==> config.mk <==
export PLATFORM = sky130hd
export DESIGN_NAME = dma_host_master_flat
export DESIGN_NICKNAME = d
export VERILOG_FILES = /design/src/rtl/dma_host_pkg.sv /design/src/rtl/dma_host_if.sv /design/src/rtl/dma_host_timer.sv /design/src/rtl/dma_host_master.sv /design/src/flat_wrapper.sv
export SDC_FILE = /design/constraint.sdc
export NUM_CORES = 1
export LEC_CHECK = 0
export ABC_AREA = 0
export BUFFER_PORTS_ARGS = -buffer_cell sky130_fd_sc_hd__buf_2
export CORE_MARGIN = 4
export CORE_UTILIZATION = 54
export DETAILED_ROUTE_END_ITERATION = 16
export HOLD_SLACK_MARGIN = 0.05
export PLACE_DENSITY = 0.89
export SETUP_SLACK_MARGIN = 0.5
export SYNTH_ARGS = -nofsm -noshare
export SYNTH_HDL_FRONTEND = slang
export SYNTH_HIERARCHICAL = 1
export SYNTH_SLANG_ARGS = --single-unit
==> constraint.sdc <==
create_clock -name clk -period 4.1 [get_ports clk]
set_input_delay 0.82 -clock clk [delete_from_list [all_inputs] [get_ports clk]]
set_output_delay 0.82 -clock clk [all_outputs]
set_load 0.005 [all_outputs]
==> src/rtl/dma_host_pkg.sv <==
// Shared types and constants for the DMA host master.
package dma_host_pkg;

    typedef enum logic [1:0] {
        IO2MEM  = 2'd0,
        MEM2IO  = 2'd1,
        MEM2MEM = 2'd2,
        RSVD    = 2'd3
    } mode_e;

    localparam logic [1:0] REG_MODE = 2'd0;
    localparam logic [1:0] REG_SRC  = 2'd1;
    localparam logic [1:0] REG_DST  = 2'd2;
    localparam logic [1:0] REG_CNT  = 2'd3;

    typedef enum logic [3:0] {
        ST_IDLE,
        ST_SEL,
        ST_WR_MODE,
        ST_WR_SRC,
        ST_WR_DST,
        ST_WR_CNT,
        ST_RELEASE,
        ST_WAIT_REQ,
        ST_GRANT,
        ST_RECLAIM
    } state_e;

    // Channel index width, never narrower than one bit.
    function automatic int ch_width(input int n);
        return (n > 1) ? $clog2(n) : 1;
    endfunction

endpackage

==> src/rtl/dma_host_if.sv <==
// Command and DMA-side bus bundle for the DMA host master.
interface dma_host_if #(
    parameter int DW  = 8,
    parameter int AW  = 8,
    parameter int CW  = 8,
    parameter int NCH = 4
);
    import dma_host_pkg::*;

    localparam int CHW = ch_width(NCH);

    logic           cmd_valid;
    logic           cmd_ready;
    logic [CHW-1:0] cmd_ch;
    mode_e          cmd_mode;
    logic [AW-1:0]  cmd_src;
    logic [AW-1:0]  cmd_dst;
    logic [CW-1:0]  cmd_count;

    logic           cs;
    logic [CHW-1:0] ch_sel;
    logic [1:0]     reg_sel;
    logic [DW-1:0]  db_out;
    logic           db_wr;
    logic           hreq;
    logic           hack;
    logic           eop;

    modport master (
        input  cmd_valid, cmd_ch, cmd_mode, cmd_src, cmd_dst, cmd_count,
        output cmd_ready,
        output cs, ch_sel, reg_sel, db_out, db_wr, hack,
        input  hreq, eop
    );

    modport slave (
        output cmd_valid, cmd_ch, cmd_mode, cmd_src, cmd_dst, cmd_count,
        input  cmd_ready,
        input  cs, ch_sel, reg_sel, db_out, db_wr, hack,
        output hreq, eop
    );

endinterface

==> src/rtl/dma_host_timer.sv <==
// GRANT watchdog for the DMA host master; compiled only with DMA_HOST_TIMEOUT_EN.
// Down-counter reloaded per command, decremented on each GRANT cycle, held
// otherwise so pauses do not restart the budget.
`ifdef DMA_HOST_TIMEOUT_EN
module dma_host_timer #(
    parameter int TO_CYCLES = 255
)(
    input  logic clk,
    input  logic rst_n,
    input  logic i_clear,
    input  logic i_count_en,
    output logic o_expired
);
    localparam int            TW   = (TO_CYCLES > 1) ? $clog2(TO_CYCLES) : 1;
    localparam logic [TW-1:0] LOAD = TW'(TO_CYCLES - 1);

    logic [TW-1:0] r_cnt;

    // Reload on a new command, count down while the DMA owns the bus.
    always_ff @(posedge clk or negedge rst_n) begin
        if (!rst_n)
            r_cnt <= LOAD;
        else if (i_clear)
            r_cnt <= LOAD;
        else if (i_count_en && (r_cnt != '0))
            r_cnt <= r_cnt - 1'b1;
    end

    assign o_expired = i_count_en && (r_cnt == '0);

endmodule
`endif

==> src/rtl/dma_host_master.sv <==
// DMA host master: accepts a command, programs the selected DMA channel
// (mode, src, dst, count), then grants the bus on HREQ until EOP.
// Optional: DMA_HOST_TIMEOUT_EN adds TO_CYCLES GRANT watchdog with err abort.
//
// state       | meaning
// IDLE        | ready for a command
// SEL         | chip select asserted, channel selected
// WR_MODE     | write mode register
// WR_SRC      | write source address
// WR_DST      | write destination address
// WR_CNT      | write word count
// RELEASE     | deselect, bus idle
// WAIT_REQ    | waiting for DMA HREQ (also a paused transfer)
// GRANT       | HACK high, DMA owns the bus
// RECLAIM     | bus taken back, done or err pulse
module dma_host_master
    import dma_host_pkg::*;
#(
    parameter int DW  = 8,
    parameter int AW  = 8,
    parameter int CW  = 8,
    parameter int NCH = 4
`ifdef DMA_HOST_TIMEOUT_EN
    , parameter int TO_CYCLES = 255
`endif
)(
    input  logic      clk,
    input  logic      rst_n,
    dma_host_if.master bus,
    output logic      busy,
    output logic      done,
    output logic      err
);
    localparam int CHW = ch_width(NCH);

    state_e         r_state;
    state_e         w_next;
    logic [CHW-1:0] r_ch;
    logic [1:0]     r_mode;
    logic [AW-1:0]  r_src;
    logic [AW-1:0]  r_dst;
    logic [CW-1:0]  r_count;
    logic           r_rej;
    logic           r_abort;
    logic           w_accept;
    logic           w_expired;

    assign w_accept = bus.cmd_valid && (r_state == ST_IDLE);

`ifdef DMA_HOST_TIMEOUT_EN
    dma_host_timer #(.TO_CYCLES(TO_CYCLES)) u_timer (
        .clk        (clk),
        .rst_n      (rst_n),
        .i_clear    (w_accept),
        .i_count_en (r_state == ST_GRANT),
        .o_expired  (w_expired)
    );
`else
    assign w_expired = 1'b0;
`endif

    // State register; reset drops HACK immediately since HACK decodes GRANT.
    always_ff @(posedge clk or negedge rst_n) begin
        if (!rst_n) r_state <= ST_IDLE;
        else        r_state <= w_next;
    end

    // Capture the command fields only when a command is accepted.
    always_ff @(posedge clk or negedge rst_n) begin
        if (!rst_n) begin
            r_ch    <= '0;
            r_mode  <= '0;
            r_src   <= '0;
            r_dst   <= '0;
            r_count <= '0;
        end else if (w_accept) begin
            r_ch    <= bus.cmd_ch;
            r_mode  <= bus.cmd_mode;
            r_src   <= bus.cmd_src;
            r_dst   <= bus.cmd_dst;
            r_count <= bus.cmd_count;
        end
    end

    // Zero-count rejection pulse and timeout-abort flag (valid in RECLAIM).
    always_ff @(posedge clk or negedge rst_n) begin
        if (!rst_n) begin
            r_rej   <= 1'b0;
            r_abort <= 1'b0;
        end else begin
            r_rej   <= w_accept && (bus.cmd_count == '0);
            r_abort <= (r_state == ST_GRANT) && !bus.eop && w_expired;
        end
    end

    // Next-state and Moore bus outputs.
    always_comb begin
        w_next        = r_state;
        bus.cmd_ready = 1'b0;
        bus.cs        = 1'b0;
        bus.ch_sel    = '0;
        bus.reg_sel   = REG_MODE;
        bus.db_out    = '0;
        bus.db_wr     = 1'b0;
        bus.hack      = 1'b0;
        case (r_state)
            ST_IDLE: begin
                bus.cmd_ready = 1'b1;
                if (w_accept && (bus.cmd_count != '0)) w_next = ST_SEL;
            end
            ST_SEL: begin
                bus.cs     = 1'b1;
                bus.ch_sel = r_ch;
                w_next     = ST_WR_MODE;
            end
            ST_WR_MODE: begin
                bus.cs      = 1'b1;
                bus.ch_sel  = r_ch;
                bus.db_wr   = 1'b1;
                bus.reg_sel = REG_MODE;
                bus.db_out  = DW'(r_mode);
                w_next      = ST_WR_SRC;
            end
            ST_WR_SRC: begin
                bus.cs      = 1'b1;
                bus.ch_sel  = r_ch;
                bus.db_wr   = 1'b1;
                bus.reg_sel = REG_SRC;
                bus.db_out  = DW'(r_src);
                w_next      = ST_WR_DST;
            end
            ST_WR_DST: begin
                bus.cs      = 1'b1;
                bus.ch_sel  = r_ch;
                bus.db_wr   = 1'b1;
                bus.reg_sel = REG_DST;
                bus.db_out  = DW'(r_dst);
                w_next      = ST_WR_CNT;
            end
            ST_WR_CNT: begin
                bus.cs      = 1'b1;
                bus.ch_sel  = r_ch;
                bus.db_wr   = 1'b1;
                bus.reg_sel = REG_CNT;
                bus.db_out  = DW'(r_count);
                w_next      = ST_RELEASE;
            end
            ST_RELEASE:  w_next = ST_WAIT_REQ;
            ST_WAIT_REQ: if (bus.hreq) w_next = ST_GRANT;
            ST_GRANT: begin
                bus.hack = 1'b1;
                if (bus.eop)       w_next = ST_RECLAIM;
                else if (w_expired) w_next = ST_RECLAIM;
                else if (!bus.hreq) w_next = ST_WAIT_REQ;
            end
            ST_RECLAIM:  w_next = ST_IDLE;
            default:     w_next = ST_IDLE;
        endcase
    end

    assign busy = (r_state != ST_IDLE);
    assign done = (r_state == ST_RECLAIM) && !r_abort;
    assign err  = r_rej || ((r_state == ST_RECLAIM) && r_abort);

endmodule

==> src/flat_wrapper.sv <==
// flat-port wrapper written by rule: the top's interface ports become plain ports
module dma_host_master_flat import dma_host_pkg::*;
#(
    parameter int DW  = 8,
    parameter int AW  = 8,
    parameter int CW  = 8,
    parameter int NCH = 4

)
  (clk, rst_n, busy, done, err, bus_cmd_valid, bus_cmd_ch, bus_cmd_mode, bus_cmd_src, bus_cmd_dst, bus_cmd_count, bus_cmd_ready, bus_cs, bus_ch_sel, bus_reg_sel, bus_db_out, bus_db_wr, bus_hack, bus_hreq, bus_eop);
  dma_host_if #(.DW(DW), .AW(AW), .CW(CW), .NCH(NCH)) bus_i ();
  input  logic clk;
  input  logic rst_n;
  output logic busy;
  output logic done;
  output logic err;
  input wire logic [$bits(bus_i.cmd_valid)-1:0] bus_cmd_valid;
  input wire logic [$bits(bus_i.cmd_ch)-1:0] bus_cmd_ch;
  input wire logic [$bits(bus_i.cmd_mode)-1:0] bus_cmd_mode;
  input wire logic [$bits(bus_i.cmd_src)-1:0] bus_cmd_src;
  input wire logic [$bits(bus_i.cmd_dst)-1:0] bus_cmd_dst;
  input wire logic [$bits(bus_i.cmd_count)-1:0] bus_cmd_count;
  output wire logic [$bits(bus_i.cmd_ready)-1:0] bus_cmd_ready;
  output wire logic [$bits(bus_i.cs)-1:0] bus_cs;
  output wire logic [$bits(bus_i.ch_sel)-1:0] bus_ch_sel;
  output wire logic [$bits(bus_i.reg_sel)-1:0] bus_reg_sel;
  output wire logic [$bits(bus_i.db_out)-1:0] bus_db_out;
  output wire logic [$bits(bus_i.db_wr)-1:0] bus_db_wr;
  output wire logic [$bits(bus_i.hack)-1:0] bus_hack;
  input wire logic [$bits(bus_i.hreq)-1:0] bus_hreq;
  input wire logic [$bits(bus_i.eop)-1:0] bus_eop;
  assign bus_i.cmd_valid = bus_cmd_valid;
  assign bus_i.cmd_ch = bus_cmd_ch;
  assign bus_i.cmd_mode = bus_cmd_mode;
  assign bus_i.cmd_src = bus_cmd_src;
  assign bus_i.cmd_dst = bus_cmd_dst;
  assign bus_i.cmd_count = bus_cmd_count;
  assign bus_cmd_ready = bus_i.cmd_ready;
  assign bus_cs = bus_i.cs;
  assign bus_ch_sel = bus_i.ch_sel;
  assign bus_reg_sel = bus_i.reg_sel;
  assign bus_db_out = bus_i.db_out;
  assign bus_db_wr = bus_i.db_wr;
  assign bus_hack = bus_i.hack;
  assign bus_i.hreq = bus_hreq;
  assign bus_i.eop = bus_eop;
  dma_host_master #(.DW(DW), .AW(AW), .CW(CW), .NCH(NCH)) u_core (.clk(clk), .rst_n(rst_n), .bus(bus_i), .busy(busy), .done(done), .err(err));
endmodule
After elaboration in Yosys (flattened, before gate mapping)
Cells that the tools add are included.
{"block": "word_totals", "elab_cells": 41, "in_bits": 33, "output_inout_bits": 19, "ff_bits": 33}
{"block": "op_classes", "eq_ne": 12, "mux": 12, "reduce_logical": 10}
{"op": "$pmux 4 s9", "n": 1}
{"op": "$pmux 8 s4", "n": 1}
{"op": "$eq 4x3->1 const B", "n": 4}
{"op": "$mux 4", "n": 4}
{"op": "$eq 4x2->1 const B", "n": 2}
{"op": "$eq 4x4->1 const B", "n": 2}
{"op": "$logic_not 8->1", "n": 1}
{"op": "$reduce_bool 8->1", "n": 1}
{"op": "$pmux 2 s3", "n": 1}
{"op": "$reduce_or 5->1", "n": 1}
{"op": "$eq 4x1->1 const B", "n": 1}
{"op": "$logic_not 4->1", "n": 1}
{"op": "$mux 1", "n": 4}
{"op": "$ne 2x2->1 const B", "n": 2}
{"op": "$reduce_bool 4->1", "n": 1}
{"op": "$reduce_or 4->1", "n": 1}
{"op": "$logic_and 1x1->1", "n": 3}
{"op": "$ne 3x3->1 const B", "n": 1}
{"op": "$reduce_and 3->1", "n": 1}
{"op": "$mux 2", "n": 1}

Longest topological paths before layout
{"block": "logic_depth", "word_depth": 5, "mapped_depth": 6, "mapped_depth_nobuf": 4}

Worst setup path after synthesis
Ideal clock, no wire load.
{"block": "synth_timing", "path_type": "register to output", "from": "reg u_core.r_state[1]", "to": "out bus_ch_sel[0]", "t_required_ns": 3.280, "path_stages_with_launch": 5, "slack_ns": 1.943, "n_path_buf": 1, "arrival_ns": 1.337, "path_cell_list": "dfrtp_1 -> clkbuf_1 -> nor3_1 -> a211oi_1 -> and2_1"}
{"block": "synth_via", "elab_chain_cells": 3, "word_cells_on_any_way": 7, "cone_classes": "eq/ne (5); mux (1); reduce/logical (1)"}
{"item": "start: declaration", "line_no": "dma_host_master.sv:36", "source": "state_e r_state;"}
{"item": "start signal: assignment", "line_no": "dma_host_master.sv:65", "source": "else r_state <= w_next;"}
{"item": "$eq 4x1->1, or another cell as far along", "line_no": "dma_host_master.sv:106", "source": "case (r_state)"}
{"item": "$reduce_or 5->1 (no source line) (*)"}
{"item": "$mux 2 (*)", "line_no": "dma_host_master.sv:106"}
{"item": "end: declaration", "line_no": "flat_wrapper.sv:25", "source": "output wire logic [$bits(bus_i.ch_sel)-1:0] bus_ch_sel;"}
Every way passes the cells marked *; elsewhere a longest branch is shown, timed or not.

Final worst setup path
{"block": "layout_timing", "from": "reg u_core.r_state[2]", "to": "out bus_db_out[5]"}
{"block": "layout_via", "elab_chain_cells": 2, "word_cells_on_any_way": 5, "cone_classes": "eq/ne (4); mux (1)"}
{"item": "$eq 4x3->1 / $eq 4x2->1 (equally long branches)", "line_no": "dma_host_master.sv:106"}
{"item": "$pmux 8 s4 (*)", "line_no": "dma_host_master.sv:106"}
{"item": "end: declaration", "line_no": "flat_wrapper.sv:27", "source": "output wire logic [$bits(bus_i.db_out)-1:0] bus_db_out;"}
Marked as above.

==> flow_metrics.tcl <==
set metrics [dict create \
    area_delta_synth_final_pct 18.9 \
    count_of_final_setup_violators 0 \
    avgViaCountPerCell 5.92 \
    critPathArrivalTime_ns 2.13 \
    initial_drc_count 95 \
    grt_pass1_wl_um 5900 \
    detail_route.first_pass.iterations 7 \
    htreeDepth 2 \
    final_layout_size_suffix_gt1_share_pct 49.7 \
    grt_start_max_net_pins 34 \
    detail_route.wl_per_cell_um 16.3 \
    die_h_um 62.6 \
    synth_seq_area_share_pct 51.2 \
    mappedNetlistNets 165 \
    grt_overflow 0 \
    tritoncts_num_sinks 33 \
    nNetsFinal 217 \
    clkLatencyLatePin_ns 0.33 \
    first_global_vias 1234 \
    final_number_of_max_transition_violations 0 \
    cts_setup_buffers 0 \
    max-slew-margin-rel_pct 51.6 \
    period_needed_ns 2.95 \
    irDropWorstVdd_mv 0.406 \
    drc_errors 0 \
    synth-seq-cells 33 \
    yosys_cell_types 27 \
    number_of_antenna_violations_at_the_first_check_in_global_routing 0 \
    max-clock-path-buffers 2 \
    floorplan.die_area_mm2 0.00392 \
    timing.hold.ws_ns 0.519 \
    placeableCoreArea_mm2 0.00281 \
    grt_use_total_pct 19.2 \
    antenna_left 0 \
    dpl_cell_area_mm2 0.00186 \
    postCtsHoldBufs 0 \
    dieWidth_um 62.6 \
    std_cell_rows 19 \
    worst-slew-pin-transition_ns 0.726 \
    worst-path-max-fanout 14 \
    antenna_cells 0 \
    numPortBuffers 51 \
    clock-root-buffer "sky130_fd_sc_hd__clkbuf_4" \
    outcome "finished clean" \
    grt_setup_unrepaired "no" \
    critical_path.startpoint_type "flop" \
    final_cell_mix "sky130_fd_sc_hd__buf_2 (51), sky130_fd_sc_hd__dfrtp_1 (33), sky130_fd_sc_hd__mux2_2 (19)" \
    wl_um 3510 \
    syn_area_per_cell_um2 12.2 \
    synthesis.instances 132 \
    hold_path_class "reg -> reg" \
    timing.critical_path.required_ns 3.28 \
    p_per_area_mw_per_mm2 744 \
    syn_area_mm2 0.00161 \
    globalplace.congestion 0.775 \
    power.leakage_nw 0.982 \
    path_class "reg -> out" \
    cts_tree "done" \
    fillCellCount 216 \
    layout_skew_ns 0.0125 \
    cts_made_buffers 5 \
    layout.cells.most_common "sky130_fd_sc_hd__buf_2" \
    layout_worst_path_cycle_share_pct 71.9 \
    pin_count 52 \
    fin_tns_setup_ns 0 \
    achievable-frequency_mhz 339 \
    detailedPlace.worstSlack_ns 1.55 \
    hold_viol 0 \
    vias 1278 \
    drv_cap 0 \
    detailed_place_hpwl_um 2600 \
    starting_density_pct 57.4 \
    ys.warnings.count 6 \
    timing.critical_path.to_type "output pin" \
    postLayoutSetupSlackWorst_ns 1.15 \
    clk_pin_slew_worst_paths_ns 0.11 \
    layoutNonFillerInstCount 216 \
    placedCellCount 208 \
    finish.instance_area_mm2 0.00192 \
    post_cts_resized 0 \
]
-- where the power goes --
part	total [mW]	switching [mW]	internal (mW)	leakage [nW]
combinational	0.619	0.260	0.359	0.553
sequential	0.633	0.149	0.484	0.398
clock	0.175	0.110	0.0645	0.0310
total	1.43	0.519	0.907	0.982
-- kinds of logic (layout without fill, tap and decap cells) --
group	Yosys count	in the layout	synth area share (%)
AO/OA/AOI/OAI	22	22	9.86
XOR/XNOR	1	1	0.544
buffers and inverters	16	69	5.28
flip-flops	33	33	51.2
multiplexers	28	28	21.7
AND/OR/NAND/NOR	32	32	11.4
-- layout make-up --
class	count	area [um^2]	share of cell area (%)
flip-flops and latches	33	826	43.1
multi-input cells	83	701	36.6
repair buffers	52	263	13.7
well taps	31	38.8	2.02
clock buffers	5	37.5	1.96
inverters	9	33.8	1.76
clock inverters	3	17.5	0.914
-- Yosys cell counts --
library cell                count  share of area, %
sky130_fd_sc_hd__dfrtp_1       33                51
sky130_fd_sc_hd__nand2b_1       3               1.2
sky130_fd_sc_hd__mux2_2        19                13
sky130_fd_sc_hd__and2_1         2              0.78
sky130_fd_sc_hd__buf_6          3               2.1
sky130_fd_sc_hd__nor3_1         2              0.62
sky130_fd_sc_hd__or2_2          1              0.39
sky130_fd_sc_hd__nand2_1        5               1.2
sky130_fd_sc_hd__a21oi_1        6               1.9
sky130_fd_sc_hd__nor3b_1        1              0.47
sky130_fd_sc_hd__nor3_2         2               1.2
sky130_fd_sc_hd__buf_2          2              0.62
sky130_fd_sc_hd__o31ai_1        1              0.47
sky130_fd_sc_hd__a211oi_1       1              0.47
sky130_fd_sc_hd__a2bb2oi_1      1              0.54
sky130_fd_sc_hd__nor4_4         1               1.3
sky130_fd_sc_hd__inv_1          9               2.1
sky130_fd_sc_hd__nor2_1         8               1.9
sky130_fd_sc_hd__a221o_1        2               1.2
sky130_fd_sc_hd__mux2_4         9               8.4
sky130_fd_sc_hd__nand3_1        4               1.2
sky130_fd_sc_hd__clkbuf_1       2              0.47
sky130_fd_sc_hd__nor2b_1        1              0.39
sky130_fd_sc_hd__o21ai_0        5               1.6
sky130_fd_sc_hd__nor4_1         2              0.78
sky130_fd_sc_hd__a222oi_1       6               3.7
sky130_fd_sc_hd__xnor2_1        1              0.54
-- flip-flops by register name, indices dropped and copies added, names as in the netlist --
| register | cells |
|---|---|
| u_core/r_count | 8 |
| u_core/r_dst | 8 |
| u_core/r_src | 8 |
| u_core/r_state | 4 |
| u_core/r_ch | 2 |
| u_core/r_mode | 2 |
| u_core/r_rej | 1 |
-- routing by layer --
metal / part of all wire [%] / global-route usage [%]
met1: 41 / 24.6
met2: 49 / 30.5
met3: 9.3 / 6.29
met4: 1.1 / 6.61
met5: 0 / 0
-- worst max-delay path: stages (launching register included) --
cell and delay (ns):
sky130_fd_sc_hd__dfrtp_1 0.67, sky130_fd_sc_hd__nand2b_1 0.25, sky130_fd_sc_hd__nor3_2 0.46, sky130_fd_sc_hd__a222oi_1 0.21, sky130_fd_sc_hd__inv_1 0.09, sky130_fd_sc_hd__buf_2 0.11
-- stage by stage --
step	utilization (%)	power [mW]
2_1_floorplan	-	1.05
3_3_place_gp	66.4	1.22
3_5_place_dp	66.4	1.26
4_1_cts	68.3	1.43
5_1_grt	68.3	1.54
6_report	68.3	1.43
-- path summary, 6_finish.rpt --
path,startpoint,to,slack (ns),cells after the start
max in group asynchronous,rst_n,u_core/r_count[1]$_DFFE_PN0P_,3.10,1
hold / removal,u_core/r_count[1]$_DFFE_PN0P_,u_core/r_count[1]$_DFFE_PN0P_,0.52,1
hold reg to reg,u_core/r_count[1]$_DFFE_PN0P_,u_core/r_count[1]$_DFFE_PN0P_,0.52,1
setup reg to reg,u_core/r_state[1]$_DFFE_PN0P_,u_core/r_src[6]$_DFFE_PN0P_,2.12,4
min in group asynchronous,rst_n,u_core/r_mode[0]$_DFFE_PN0P_,0.53,1
setup / recovery,u_core/r_state[2]$_DFFE_PN0P_,bus_db_out[5],1.15,5
Power figures use the tool's default switching activity.
